### config.mk
export PLATFORM = sky130hd
export DESIGN_NAME = axi_burst_splitter_flat
export DESIGN_NICKNAME = d
export VERILOG_FILES = /design/src/rtl/axi_burst_splitter_if.sv /design/src/rtl/axi_burst_splitter.sv /design/src/flat_wrapper.sv
export SDC_FILE = /design/constraint.sdc
export NUM_CORES = 1
export LEC_CHECK = 0
export CORE_AREA = 2 2 162 164
export CTS_BUF_LIST = sky130_fd_sc_hd__clkbuf_16
export CTS_CLUSTER_DIAMETER = 150
export DETAILED_ROUTE_END_ITERATION = 10
export DIE_AREA = 0 0 164 166
export GPL_ROUTABILITY_DRIVEN = 0
export PLACE_DENSITY = 0.74
export SYNTH_ARGS = -nofsm -noshare
export SYNTH_HDL_FRONTEND = slang
export SYNTH_SLANG_ARGS = --single-unit
### constraint.sdc
create_clock -name clk -period 5.4 [get_ports clk]
set_input_delay 0.81 -clock clk [delete_from_list [all_inputs] [get_ports clk]]
set_output_delay 0.81 -clock clk [all_outputs]
set_load 0.1 [all_outputs]
### src/rtl/axi_burst_splitter_if.sv
// axi_burst_splitter_if: AXI4 port bundle (aw/w/b/ar/r channels) with master and slave views
interface axi_burst_splitter_if #(
  parameter int AddressWidth = 32,
  parameter int DataWidth = 32,
  parameter int TransactionIdWidth = 8
);
  logic awvalid, awready;
  logic [TransactionIdWidth-1:0] awid;
  logic [AddressWidth-1:0] awaddr;
  logic [7:0] awlen;
  logic [2:0] awsize;
  logic [1:0] awburst;
  logic wvalid, wready, wlast;
  logic [DataWidth-1:0] wdata;
  logic [DataWidth/8-1:0] wstrb;
  logic bvalid, bready;
  logic [TransactionIdWidth-1:0] bid;
  logic [1:0] bresp;
  logic arvalid, arready;
  logic [TransactionIdWidth-1:0] arid;
  logic [AddressWidth-1:0] araddr;
  logic [7:0] arlen;
  logic [2:0] arsize;
  logic [1:0] arburst;
  logic rvalid, rready, rlast;
  logic [TransactionIdWidth-1:0] rid;
  logic [DataWidth-1:0] rdata;
  logic [1:0] rresp;
  modport master (
    output awvalid, awid, awaddr, awlen, awsize, awburst, wvalid, wdata, wstrb, wlast, bready,
           arvalid, arid, araddr, arlen, arsize, arburst, rready,
    input  awready, wready, bvalid, bid, bresp, arready, rvalid, rid, rdata, rresp, rlast
  );
  modport slave (
    input  awvalid, awid, awaddr, awlen, awsize, awburst, wvalid, wdata, wstrb, wlast, bready,
           arvalid, arid, araddr, arlen, arsize, arburst, rready,
    output awready, wready, bvalid, bid, bresp, arready, rvalid, rid, rdata, rresp, rlast
  );
endinterface

### src/rtl/axi_burst_splitter.sv
// axi_burst_splitter: splits INCR bursts into sub-bursts of at most MaxBeats beats
// AXI_BURST_SPLITTER_4K_EN additionally keeps each sub-burst inside one 4 KB page
module axi_burst_splitter #(
  parameter int AddressWidth = 32,
  parameter int DataWidth = 32,
  parameter int TransactionIdWidth = 8,
  parameter int MaxBeats = 4
) (
  input logic clk,
  input logic rst,
  axi_burst_splitter_if.slave s,
  axi_burst_splitter_if.master m
);
  typedef enum logic [2:0] {W_IDLE, W_ADDR, W_DATA, W_RESP, W_DONE} w_state_t;
  typedef enum logic [1:0] {R_IDLE, R_ADDR, R_DATA} r_state_t;
  localparam logic [8:0] MB = 9'(MaxBeats);
  w_state_t w_state, w_next;
  r_state_t r_state, r_next;
  logic [TransactionIdWidth-1:0] w_id, r_id;
  logic [AddressWidth-1:0] w_addr, r_addr;
  logic [2:0] w_size, r_size;
  logic [1:0] w_burst, r_burst, w_resp, b_merged;
  logic [8:0] w_rem, w_beats, w_cnt, w_nb, w_lim, r_rem, r_beats, r_nb, r_lim;
  logic w_hs, r_hs, unused_ok;
  function automatic logic [8:0] cap(input logic [8:0] rem, input logic [8:0] lim);
    return rem > lim ? lim : rem;
  endfunction
`ifdef AXI_BURST_SPLITTER_4K_EN
  // beats left before the next 4 KB page; never below one so a misaligned tail still progresses
  function automatic logic [8:0] lim_4k(input logic [11:0] a);
    logic [12:0] l;
    l = (13'h1000 - {1'b0, a}) >> 2;
    return l == 13'd0 ? 9'd1 : (l > 13'(MB) ? MB : l[8:0]);
  endfunction
  assign w_lim = lim_4k(w_addr[11:0]);
  assign r_lim = lim_4k(r_addr[11:0]);
`else
  assign w_lim = MB;
  assign r_lim = MB;
`endif
  assign w_nb = (w_burst == 2'b01 && w_size == 3'd2) ? cap(w_rem, w_lim) : w_rem;
  assign r_nb = (r_burst == 2'b01 && r_size == 3'd2) ? cap(r_rem, r_lim) : r_rem;
  assign b_merged = m.bresp == 2'b01 ? 2'b00 : m.bresp;
  assign unused_ok = ^{s.wlast, m.bid};
  assign s.awready = w_state == W_IDLE && !rst;
  assign m.awvalid = w_state == W_ADDR;
  assign m.awid = w_id;
  assign m.awaddr = w_addr;
  assign m.awlen = w_state == W_ADDR ? 8'(w_nb - 9'd1) : 8'd0;
  assign m.awsize = w_size;
  assign m.awburst = w_burst;
  assign m.wvalid = w_state == W_DATA && s.wvalid;
  assign s.wready = w_state == W_DATA && m.wready;
  assign m.wdata = w_state == W_DATA ? s.wdata : '0;
  assign m.wstrb = w_state == W_DATA ? s.wstrb : {DataWidth/8{1'b0}};
  assign m.wlast = w_state == W_DATA && w_cnt == w_beats - 9'd1;
  assign m.bready = w_state == W_RESP;
  assign s.bvalid = w_state == W_DONE;
  assign s.bid = w_id;
  assign s.bresp = w_resp;
  assign w_hs = m.wvalid && m.wready;
  always_comb begin
    w_next = w_state;
    case (w_state)
      W_IDLE: w_next = s.awvalid ? W_ADDR : W_IDLE;
      W_ADDR: w_next = m.awready ? W_DATA : W_ADDR;
      W_DATA: w_next = w_hs && m.wlast ? W_RESP : W_DATA;
      W_RESP: w_next = !m.bvalid ? W_RESP : (w_rem == w_beats ? W_DONE : W_ADDR);
      W_DONE: w_next = s.bready ? W_IDLE : W_DONE;
      default: w_next = W_IDLE;
    endcase
  end
  always_ff @(posedge clk or posedge rst)
    if (rst) begin
      w_state <= W_IDLE;
      w_id <= '0;
      w_addr <= '0;
      w_size <= '0;
      w_burst <= '0;
      w_rem <= '0;
      w_beats <= '0;
      w_cnt <= '0;
      w_resp <= '0;
    end else begin
      w_state <= w_next;
      if (s.awvalid && s.awready) begin
        w_id <= s.awid;
        w_addr <= s.awaddr;
        w_size <= s.awsize;
        w_burst <= s.awburst;
        w_rem <= 9'(s.awlen) + 9'd1;
        w_resp <= 2'b00;
      end
      if (m.awvalid && m.awready) begin
        w_beats <= w_nb;
        w_cnt <= '0;
      end
      if (w_hs) w_cnt <= w_cnt + 9'd1;
      if (m.bvalid && m.bready) begin
        w_addr <= w_addr + AddressWidth'({w_beats, 2'b00});
        w_rem <= w_rem - w_beats;
        w_resp <= b_merged > w_resp ? b_merged : w_resp;
      end
    end
  assign s.arready = r_state == R_IDLE && !rst;
  assign m.arvalid = r_state == R_ADDR;
  assign m.arid = r_id;
  assign m.araddr = r_addr;
  assign m.arlen = r_state == R_ADDR ? 8'(r_nb - 9'd1) : 8'd0;
  assign m.arsize = r_size;
  assign m.arburst = r_burst;
  assign s.rvalid = r_state == R_DATA && m.rvalid;
  assign m.rready = r_state == R_DATA && s.rready;
  assign s.rid = r_state == R_DATA ? m.rid : '0;
  assign s.rdata = r_state == R_DATA ? m.rdata : '0;
  assign s.rresp = r_state == R_DATA ? m.rresp : 2'b00;
  // only the closing beat of the final sub-burst ends the upstream burst
  assign s.rlast = r_state == R_DATA && m.rlast && r_rem == r_beats;
  assign r_hs = m.rvalid && m.rready && m.rlast;
  always_comb begin
    r_next = r_state;
    case (r_state)
      R_IDLE: r_next = s.arvalid ? R_ADDR : R_IDLE;
      R_ADDR: r_next = m.arready ? R_DATA : R_ADDR;
      R_DATA: r_next = !r_hs ? R_DATA : (r_rem == r_beats ? R_IDLE : R_ADDR);
      default: r_next = R_IDLE;
    endcase
  end
  always_ff @(posedge clk or posedge rst)
    if (rst) begin
      r_state <= R_IDLE;
      r_id <= '0;
      r_addr <= '0;
      r_size <= '0;
      r_burst <= '0;
      r_rem <= '0;
      r_beats <= '0;
    end else begin
      r_state <= r_next;
      if (s.arvalid && s.arready) begin
        r_id <= s.arid;
        r_addr <= s.araddr;
        r_size <= s.arsize;
        r_burst <= s.arburst;
        r_rem <= 9'(s.arlen) + 9'd1;
      end
      if (m.arvalid && m.arready) r_beats <= r_nb;
      if (r_state == R_DATA && r_hs) begin
        r_addr <= r_addr + AddressWidth'({r_beats, 2'b00});
        r_rem <= r_rem - r_beats;
      end
    end
endmodule
### src/flat_wrapper.sv
// flat-port wrapper written by rule: the top's interface ports become plain ports
module axi_burst_splitter_flat 
#(
  parameter int AddressWidth = 32,
  parameter int DataWidth = 32,
  parameter int TransactionIdWidth = 8,
  parameter int MaxBeats = 4
)
  (clk, rst, s_awvalid, s_awid, s_awaddr, s_awlen, s_awsize, s_awburst, s_wvalid, s_wdata, s_wstrb, s_wlast, s_bready, s_arvalid, s_arid, s_araddr, s_arlen, s_arsize, s_arburst, s_rready, s_awready, s_wready, s_bvalid, s_bid, s_bresp, s_arready, s_rvalid, s_rid, s_rdata, s_rresp, s_rlast, m_awvalid, m_awid, m_awaddr, m_awlen, m_awsize, m_awburst, m_wvalid, m_wdata, m_wstrb, m_wlast, m_bready, m_arvalid, m_arid, m_araddr, m_arlen, m_arsize, m_arburst, m_rready, m_awready, m_wready, m_bvalid, m_bid, m_bresp, m_arready, m_rvalid, m_rid, m_rdata, m_rresp, m_rlast);
  axi_burst_splitter_if #(.AddressWidth(AddressWidth), .DataWidth(DataWidth), .TransactionIdWidth(TransactionIdWidth)) s_i ();
  axi_burst_splitter_if #(.AddressWidth(AddressWidth), .DataWidth(DataWidth), .TransactionIdWidth(TransactionIdWidth)) m_i ();
  input logic clk;
  input logic rst;
  input wire logic [$bits(s_i.awvalid)-1:0] s_awvalid;
  input wire logic [$bits(s_i.awid)-1:0] s_awid;
  input wire logic [$bits(s_i.awaddr)-1:0] s_awaddr;
  input wire logic [$bits(s_i.awlen)-1:0] s_awlen;
  input wire logic [$bits(s_i.awsize)-1:0] s_awsize;
  input wire logic [$bits(s_i.awburst)-1:0] s_awburst;
  input wire logic [$bits(s_i.wvalid)-1:0] s_wvalid;
  input wire logic [$bits(s_i.wdata)-1:0] s_wdata;
  input wire logic [$bits(s_i.wstrb)-1:0] s_wstrb;
  input wire logic [$bits(s_i.wlast)-1:0] s_wlast;
  input wire logic [$bits(s_i.bready)-1:0] s_bready;
  input wire logic [$bits(s_i.arvalid)-1:0] s_arvalid;
  input wire logic [$bits(s_i.arid)-1:0] s_arid;
  input wire logic [$bits(s_i.araddr)-1:0] s_araddr;
  input wire logic [$bits(s_i.arlen)-1:0] s_arlen;
  input wire logic [$bits(s_i.arsize)-1:0] s_arsize;
  input wire logic [$bits(s_i.arburst)-1:0] s_arburst;
  input wire logic [$bits(s_i.rready)-1:0] s_rready;
  output wire logic [$bits(s_i.awready)-1:0] s_awready;
  output wire logic [$bits(s_i.wready)-1:0] s_wready;
  output wire logic [$bits(s_i.bvalid)-1:0] s_bvalid;
  output wire logic [$bits(s_i.bid)-1:0] s_bid;
  output wire logic [$bits(s_i.bresp)-1:0] s_bresp;
  output wire logic [$bits(s_i.arready)-1:0] s_arready;
  output wire logic [$bits(s_i.rvalid)-1:0] s_rvalid;
  output wire logic [$bits(s_i.rid)-1:0] s_rid;
  output wire logic [$bits(s_i.rdata)-1:0] s_rdata;
  output wire logic [$bits(s_i.rresp)-1:0] s_rresp;
  output wire logic [$bits(s_i.rlast)-1:0] s_rlast;
  output wire logic [$bits(m_i.awvalid)-1:0] m_awvalid;
  output wire logic [$bits(m_i.awid)-1:0] m_awid;
  output wire logic [$bits(m_i.awaddr)-1:0] m_awaddr;
  output wire logic [$bits(m_i.awlen)-1:0] m_awlen;
  output wire logic [$bits(m_i.awsize)-1:0] m_awsize;
  output wire logic [$bits(m_i.awburst)-1:0] m_awburst;
  output wire logic [$bits(m_i.wvalid)-1:0] m_wvalid;
  output wire logic [$bits(m_i.wdata)-1:0] m_wdata;
  output wire logic [$bits(m_i.wstrb)-1:0] m_wstrb;
  output wire logic [$bits(m_i.wlast)-1:0] m_wlast;
  output wire logic [$bits(m_i.bready)-1:0] m_bready;
  output wire logic [$bits(m_i.arvalid)-1:0] m_arvalid;
  output wire logic [$bits(m_i.arid)-1:0] m_arid;
  output wire logic [$bits(m_i.araddr)-1:0] m_araddr;
  output wire logic [$bits(m_i.arlen)-1:0] m_arlen;
  output wire logic [$bits(m_i.arsize)-1:0] m_arsize;
  output wire logic [$bits(m_i.arburst)-1:0] m_arburst;
  output wire logic [$bits(m_i.rready)-1:0] m_rready;
  input wire logic [$bits(m_i.awready)-1:0] m_awready;
  input wire logic [$bits(m_i.wready)-1:0] m_wready;
  input wire logic [$bits(m_i.bvalid)-1:0] m_bvalid;
  input wire logic [$bits(m_i.bid)-1:0] m_bid;
  input wire logic [$bits(m_i.bresp)-1:0] m_bresp;
  input wire logic [$bits(m_i.arready)-1:0] m_arready;
  input wire logic [$bits(m_i.rvalid)-1:0] m_rvalid;
  input wire logic [$bits(m_i.rid)-1:0] m_rid;
  input wire logic [$bits(m_i.rdata)-1:0] m_rdata;
  input wire logic [$bits(m_i.rresp)-1:0] m_rresp;
  input wire logic [$bits(m_i.rlast)-1:0] m_rlast;
  assign s_i.awvalid = s_awvalid;
  assign s_i.awid = s_awid;
  assign s_i.awaddr = s_awaddr;
  assign s_i.awlen = s_awlen;
  assign s_i.awsize = s_awsize;
  assign s_i.awburst = s_awburst;
  assign s_i.wvalid = s_wvalid;
  assign s_i.wdata = s_wdata;
  assign s_i.wstrb = s_wstrb;
  assign s_i.wlast = s_wlast;
  assign s_i.bready = s_bready;
  assign s_i.arvalid = s_arvalid;
  assign s_i.arid = s_arid;
  assign s_i.araddr = s_araddr;
  assign s_i.arlen = s_arlen;
  assign s_i.arsize = s_arsize;
  assign s_i.arburst = s_arburst;
  assign s_i.rready = s_rready;
  assign s_awready = s_i.awready;
  assign s_wready = s_i.wready;
  assign s_bvalid = s_i.bvalid;
  assign s_bid = s_i.bid;
  assign s_bresp = s_i.bresp;
  assign s_arready = s_i.arready;
  assign s_rvalid = s_i.rvalid;
  assign s_rid = s_i.rid;
  assign s_rdata = s_i.rdata;
  assign s_rresp = s_i.rresp;
  assign s_rlast = s_i.rlast;
  assign m_awvalid = m_i.awvalid;
  assign m_awid = m_i.awid;
  assign m_awaddr = m_i.awaddr;
  assign m_awlen = m_i.awlen;
  assign m_awsize = m_i.awsize;
  assign m_awburst = m_i.awburst;
  assign m_wvalid = m_i.wvalid;
  assign m_wdata = m_i.wdata;
  assign m_wstrb = m_i.wstrb;
  assign m_wlast = m_i.wlast;
  assign m_bready = m_i.bready;
  assign m_arvalid = m_i.arvalid;
  assign m_arid = m_i.arid;
  assign m_araddr = m_i.araddr;
  assign m_arlen = m_i.arlen;
  assign m_arsize = m_i.arsize;
  assign m_arburst = m_i.arburst;
  assign m_rready = m_i.rready;
  assign m_i.awready = m_awready;
  assign m_i.wready = m_wready;
  assign m_i.bvalid = m_bvalid;
  assign m_i.bid = m_bid;
  assign m_i.bresp = m_bresp;
  assign m_i.arready = m_arready;
  assign m_i.rvalid = m_rvalid;
  assign m_i.rid = m_rid;
  assign m_i.rdata = m_rdata;
  assign m_i.rresp = m_rresp;
  assign m_i.rlast = m_rlast;
  axi_burst_splitter #(.AddressWidth(AddressWidth), .DataWidth(DataWidth), .TransactionIdWidth(TransactionIdWidth), .MaxBeats(MaxBeats)) u_core (.clk(clk), .rst(rst), .s(s_i), .m(m_i));
endmodule
==> flow_metrics.py, run 1 <==
metrics = {
    "floorplan": {
        "fp.dieW_um": 164,
        "core_area_mm2": 0.02562,
        "std_cell_rows": 59,
        "dieArea_mm2": 0.02722,
        "initial_utilization": 0.3816,
        "die_y_um": 166,
        "ios": 414,
    },
    "clocking": {
        "cts_root_buf": "clkbuf_16",
        "path_clk_slew_ns": 0.07,
        "cts_buffers": 17,
        "clock-sinks": 142,
        "cts_hold_buf": 0,
        "cts_tree": "yes",
        "cts_resized": 0,
        "cts_max_path_buffers": 2,
        "cts_setup_buffers": 0,
        "cts_max_level": 4,
        "clkLatencyLatePin_ns": 0.43,
    },
    "worst_setup_path": {
        "r2r_cells": 9,
        "critPathKind": "reg2out",
        "r2r_start": "u_core.w_beats[0]$_DFFE_PP0P_",
        "r2r_end": "u_core.m.awaddr[22]$_DFFE_PP0P_",
        "start_kind": "flop",
        "path_cells": "or3_1 -> nor4_1 -> a21o_1 -> nand2_1 -> ha_1 -> xor2_1 -> nor2_1 -> clkdlybuf4s50_1",
        "cp_slowest_cell": "clkdlybuf4s50_1",
        "reg2reg_slack_ns": 2.24,
        "worstPathRequired_ns": 4.59,
        "crit_fanout": 7,
        "crit_path_end_kind": "primary output",
        "cp-startpoint": "u_core.w_rem[4]$_DFFE_PP0P_",
        "max_stage_delay_ns": 1.16,
        "arrival_ns": 3.83,
    },
    "sta": {
        "maxSlewHeadroom": 0.2692,
        "final.setup_skew_ns": 0.01794,
        "fmax_ghz": 0.2156,
        "final-max-slew-violation-count": 0,
        "setup_viol": 0,
        "rsz0062_at_grt": "false",
        "period_needed_ns": 4.639,
        "tightestPinTransition_ns": 1.093,
        "period_share": 0.8591,
        "hold_viol": 0,
        "fin_setup_tns_ns": 0,
    },
    "cells_and_area": {
        "layout_commonest_cell": "clkdlybuf4s50_1",
        "area_growth_pct": 49.76,
        "drive_above_1_share": 0.04479,
        "final_cell_mix": "clkdlybuf4s50_1 (398), nand2_1 (220), dfrtp_1 (142)",
        "fin_nets": 1804,
    },
    "logic_synthesis": {
        "synthArstFlopShare": 1.000,
        "synth_seq_cells": 142,
        "synth_cell_types": 71,
        "syn_area_per_cell_um2": 8.277,
        "ys.flop_type": "dfrtp_1",
        "syn-num-nets": 1435,
        "ys_warn_count": 0,
        "ys_seq_area_frac": 0.3635,
        "syn_inst": 1181,
        "syn_area_mm2": 0.009776,
        "synth_edf_count": 0,
    },
    "min_path": {
        "holdCritStartpoint": "u_core.m.arid[2]$_DFFE_PP0P_",
        "whs_path_depth": 2,
        "min_path_type": "reg2reg",
        "min_to": "u_core.m.arid[2]$_DFFE_PP0P_",
    },
    "detailed_routing": {
        "avgRoutedWirePerCell_um": 18.18,
        "vias": 10333,
        "ant_nets": 0,
        "avgViaCountPerCell": 5.433,
        "drt_iter0_drc": 861,
        "drc_errors": 0,
        "wirelength_um": 34590,
        "first_pass_iters": 5,
    },
    "grt": {
        "grt_remaining_overflow": 0,
        "grt_usage": 0.2508,
        "grt_start_max_net_pins": 143,
        "grt_pass1_vias": 10155,
        "grt_pass1_wl_um": 53960,
        "antenna_found_initial": 5,
    },
    "outcome": {
        "status": "finished clean",
    },
    "placement": {
        "dpl.hpwl_um": 26170,
        "io_buffers": 404,
    },
    "run": {
        "cap_violations": 0,
    },
}
cell families after synthesis:
family / Yosys count / synth area share
adders and majority gates: 46 / 0.06195
muxes: 9 / 0.009727
buffers and inverters: 107 / 0.04608
xor gates and xnor gates: 54 / 0.04838
and+or+nand+nor: 545 / 0.2788
AOI/OAI and AO/OA: 278 / 0.1916
DFF: 142 / 0.3635
cell type report:
type	count	area, um2
diodes	4	10.01
clock buffers	17	425.4
clock inverters	15	146.4
fillers	2292	10980
inverters	42	161.4
multi-input cells	932	5801
flip-flops and latches	142	3553
well taps	335	419.2
repair buffers	415	4124
registers in the layout, summed over array words and instances, names as in the netlist, 8 cells and up:
register and flops:
u_core.m.awid 8, u_core.r_beats 9, u_core.m.araddr 32, u_core.r_rem 9, u_core.w_cnt 9, u_core.m.awaddr 32, u_core.w_beats 9, u_core.w_rem 9
u_core.m.arid 8
stage by stage:
stage	cells	setup slack [ns]	utilization	area [um2]	hold WS (ns)
2_1_floorplan	1181	0.3455	-	9779	0.4646
3_3_place_gp	1866	1.263	0.5486	14050	0.4573
3_5_place_dp	1866	1.225	0.5486	14050	0.4649
4_1_cts	1898	0.7595	0.5709	14630	0.4853
5_1_grt	1900	0.5099	0.5713	14640	0.5105
6_report	1902	0.7609	0.5715	14640	0.4863
worst max-delay path: cells and delay by family, from the launching register on:
| kind | cells | cell delay (ns) |
|---|---|---|
| simple gates | 4 | 1.08 |
| compound gates | 1 | 0.28 |
| flops | 1 | 0.46 |
| fa+ha+maj | 1 | 0.26 |
| buf+inv | 1 | 1.16 |
| xor+xnor | 1 | 0.17 |
how the worst max path moves through the flow:
| stage | to | slack, ns | cells past startpoint |
|---|---|---|---|
| after floorplan | m_awlen[6] | 0.35 | 8 |
| after global placement | m_awlen[2] | 1.26 | 8 |
| after detailed placement | m_awlen[2] | 1.23 | 8 |
| after CTS | m_awlen[2] | 0.76 | 8 |
| after global routing | m_awlen[2] | 0.51 | 8 |
| final | m_awlen[2] | 0.76 | 8 |
layer usage:
layer	part of all wire	GRT usage	up-vias
met5	0.00038	0	-
met4	0.035	0.1007	2
met3	0.084	0.06319	65
met2	0.48	0.4189	467
met1	0.40	0.3084	4835
li1	-	-	4964
synthesized netlist by cell type (3+ instances only):
| library cell | count | area (um2) |
|---|---|---|
| nand2_1 | 220 | 825.8 |
| dfrtp_1 | 142 | 3553 |
| and2_1 | 91 | 569.3 |
| o21ai_0 | 78 | 390.4 |
| nor2_1 | 55 | 206.5 |
| clkbuf_1 | 44 | 165.2 |
| ha_1 | 42 | 525.5 |
| inv_1 | 42 | 157.7 |
| a21oi_1 | 37 | 185.2 |
| nand3_1 | 35 | 175.2 |
| nor3_1 | 31 | 155.2 |
| xnor2_1 | 31 | 271.5 |
| o211ai_1 | 28 | 210.2 |
| xor2_1 | 23 | 201.4 |
| nand4_1 | 21 | 131.4 |
| a22oi_1 | 18 | 135.1 |
| a31oi_1 | 18 | 112.6 |
| and3_1 | 18 | 112.6 |
| a21o_1 | 13 | 97.59 |
| nand2b_1 | 13 | 81.33 |
| nor2b_1 | 12 | 75.07 |
| o311ai_0 | 10 | 87.58 |
| buf_4 | 9 | 67.56 |
| nor4_1 | 9 | 56.30 |
| a221o_1 | 8 | 80.08 |
| o21a_1 | 7 | 52.55 |
| o221ai_1 | 7 | 61.31 |
| o31ai_1 | 7 | 52.55 |
| a221oi_1 | 6 | 52.55 |
| and4_1 | 6 | 52.55 |
| nor3b_1 | 6 | 45.04 |
| o2111ai_1 | 6 | 52.55 |
| buf_1 | 5 | 18.77 |
| mux2i_1 | 5 | 50.05 |
| nand3b_1 | 5 | 37.54 |
| or2_2 | 5 | 31.28 |
| a2111oi_0 | 4 | 35.03 |
| a211oi_1 | 4 | 30.03 |
| a22o_1 | 4 | 35.03 |
| buf_2 | 4 | 20.02 |
| fa_1 | 4 | 80.08 |
| mux2_2 | 4 | 45.04 |
| or3_1 | 4 | 25.02 |
| o22ai_1 | 3 | 18.77 |
Power of run 1 is left out: the tool's default activity adds up to more than one toggle a clock period on the data nets, which glitch-free logic cannot reach.
==> inputs of run 2 (changes only) <==
--- a/config.mk
+++ b/config.mk
@@ -11,7 +11,8 @@
 export DETAILED_ROUTE_END_ITERATION = 10
 export DIE_AREA = 0 0 164 166
 export GPL_ROUTABILITY_DRIVEN = 0
-export PLACE_DENSITY = 0.74
+export PLACE_DENSITY = 0.83
+export RECOVER_POWER = 25
 export SYNTH_ARGS = -nofsm -noshare
 export SYNTH_HDL_FRONTEND = slang
 export SYNTH_SLANG_ARGS = --single-unit
==> run 2 against run 1 <==
Effect of this change:
- the run now ends with max-capacitance violations, max-slew violations left
- non-clock buffer count unchanged
- sequential share of layout area up 0.083 points
- register-to-register slack worse by 0.88 ns
- maximum frequency down 2.1%
- hold slack worse by 0.0016 ns
- critical path depth up 1
- cell count down 0.11%
- global-route usage up 0.19 points
- flip-flop and latch count unchanged
- cell area down 0.34%
- clock skew up 0.00053 ns
- clock-buffer cell count unchanged
- largest cell class unchanged
==> flow_metrics.py, run 2 (synthesis results as in run 1) <==
metrics = {
    "min_path": {
        "holdCritStartpoint": "u_core.m.arid[2]$_DFFE_PP0P_",
        "min_to": "u_core.m.arid[2]$_DFFE_PP0P_",
        "min_path_type": "reg2reg",
        "whs_path_depth": 2,
    },
    "grt": {
        "met3_usage": 0.06618,
        "grt_start_max_net_pins": 74,
        "grt_busiest_layer": "met2",
        "grt_pass1_vias": 10482,
        "grt_pass1_wl_um": 55310,
        "grt_util_met2": 0.3981,
        "antenna_found_initial": 2,
        "grt_usage": 0.2527,
        "grtUsageMet1": 0.3374,
        "grt_remaining_overflow": 0,
    },
    "floorplan": {
        "std_cell_rows": 59,
        "die_y_um": 166,
        "fp.dieW_um": 164,
        "dieArea_mm2": 0.02722,
        "initial_utilization": 0.3816,
        "ios": 414,
        "core_area_mm2": 0.02562,
    },
    "worst_setup_path": {
        "worstPathRequired_ns": 4.59,
        "start_kind": "flop",
        "r2r_cells": 6,
        "cp_slowest_cell": "clkdlybuf4s50_1",
        "r2r_start": "u_core.r_state[0]$_DFF_PP0_",
        "path_cells": "or3_1 -> nor4_1 -> a21o_1 -> nand2_1 -> ha_1 -> nand2_1 -> nand3_1 -> a21oi_1 -> clkdlybuf4s50_1",
        "crit_path_end_kind": "primary output",
        "cpMostUsedCell": "nand2_1",
        "arrival_ns": 3.93,
        "worst-path-buf-inv": 1,
        "reg2reg_slack_ns": 1.36,
        "max_stage_delay_ns": 1.18,
        "cp_top_family": "buffers and inverters",
        "r2r_end": "u_core.m.araddr[6]$_DFFE_PP0P_",
        "critical_path_depth": 9,
        "crit_fanout": 7,
        "critPathKind": "reg2out",
    },
    "outcome": {
        "violations": "max-capacitance violations, max-slew violations",
        "status": "finished, violations left",
    },
    "detailed_routing": {
        "vias": 10577,
        "avgRoutedWirePerCell_um": 18.21,
        "avgViaCountPerCell": 5.567,
        "ant_nets": 0,
        "drc_errors": 0,
        "first_pass_iters": 5,
        "wirelength_um": 34610,
        "drt_iter0_drc": 776,
    },
    "sta": {
        "tightestPinTransition_ns": 2.982,
        "setup_viol": 0,
        "rsz0062_at_grt": "false",
        "hold_viol": 0,
        "period_needed_ns": 4.738,
        "final-max-slew-violation-count": 151,
        "hold_ws_ns": 0.4848,
        "fin_setup_tns_ns": 0,
        "period_share": 0.8775,
        "fmax_ghz": 0.2110,
        "final.setup_skew_ns": 0.01848,
        "maxSlewHeadroom": -0.9893,
    },
    "clocking": {
        "clkLatencyLatePin_ns": 0.43,
        "cts_hold_buf": 0,
        "cts_root_buf": "clkbuf_16",
        "cts_tree": "yes",
        "cts_setup_buffers": 0,
        "cts_max_level": 4,
        "path_clk_slew_ns": 0.07,
        "cts_resized": 0,
        "cts_buffers": 17,
        "cts_max_path_buffers": 2,
        "clock-sinks": 142,
    },
    "placement": {
        "placed_area_mm2": 0.01404,
        "dpl.hpwl_um": 26190,
        "io_buffers": 404,
        "dp.cells": 1866,
    },
    "cells_and_area": {
        "final_cell_mix": "clkdlybuf4s50_1 (395), nand2_1 (220), dfrtp_1 (142)",
        "fin_nets": 1804,
        "stdcell_area_mm2": 0.01459,
        "final_cells": 1900,
        "area_growth_pct": 49.25,
        "layout_commonest_cell": "clkdlybuf4s50_1",
        "drive_above_1_share": 0.04031,
        "num-fill-cells": 2284,
    },
    "run": {
        "cap_violations": 3,
    },
}
==> run 2: worst register-to-register path: stages, from the launching register on <==
cell,delay (ns)
dfrtp_1,0.44
nor3_1,0.34
and2_0,2.20
nor2_1,0.16
buf_4,0.35
a22oi_1,0.19
o21ai_0,0.16
==> run 2: metrics by stage <==
| step | setup slack (ns) | util |
|---|---|---|
| finish | 0.6616 | 0.5696 |
| global route | 0.4963 | 0.5696 |
| CTS | 0.7073 | 0.5703 |
| detailed placement | 1.179 | 0.5480 |
| global placement | 1.217 | 0.5480 |
| floorplan | 0.3455 | - |
==> run 2: metal layers <==
metal / share of wire / vias to the layer above / wire (um)
li1: - / 4947 / -
met1: 0.43 / 5066 / 14850
met2: 0.46 / 492 / 15790
met3: 0.086 / 70 / 2976
met4: 0.028 / 2 / 972
met5: 0.00038 / - / 13
==> run 2: worst max-delay path by stage <==
stage	from	end	slack, ns
finish	u_core.w_rem[4]$_DFFE_PP0P_	m_awlen[4]	0.66
global route	rst	u_core.m.araddr[6]$_DFFE_PP0P_	0.50
CTS	u_core.w_rem[4]$_DFFE_PP0P_	m_awlen[4]	0.71
detailed placement	u_core.w_rem[4]$_DFFE_PP0P_	m_awlen[4]	1.18
global placement	u_core.w_rem[4]$_DFFE_PP0P_	m_awlen[4]	1.22
floorplan	u_core.m.awsize[1]$_DFFE_PP0P_	m_awlen[6]	0.35
==> run 2: layout make-up <==
class / instances / area, um2 / area share
clock inverter: 15 / 145.1 / 0.009948
sequential: 142 / 3553 / 0.2435
inverter: 42 / 158.9 / 0.01089
clock buffer: 17 / 425.4 / 0.02916
timing repair buffer: 415 / 4104 / 0.2813
antenna: 2 / 5.005 / 0.0003430
tap: 335 / 419.2 / 0.02873
multi-input combinational: 932 / 5779 / 0.3961
Power of run 2 is left out for the same reason.
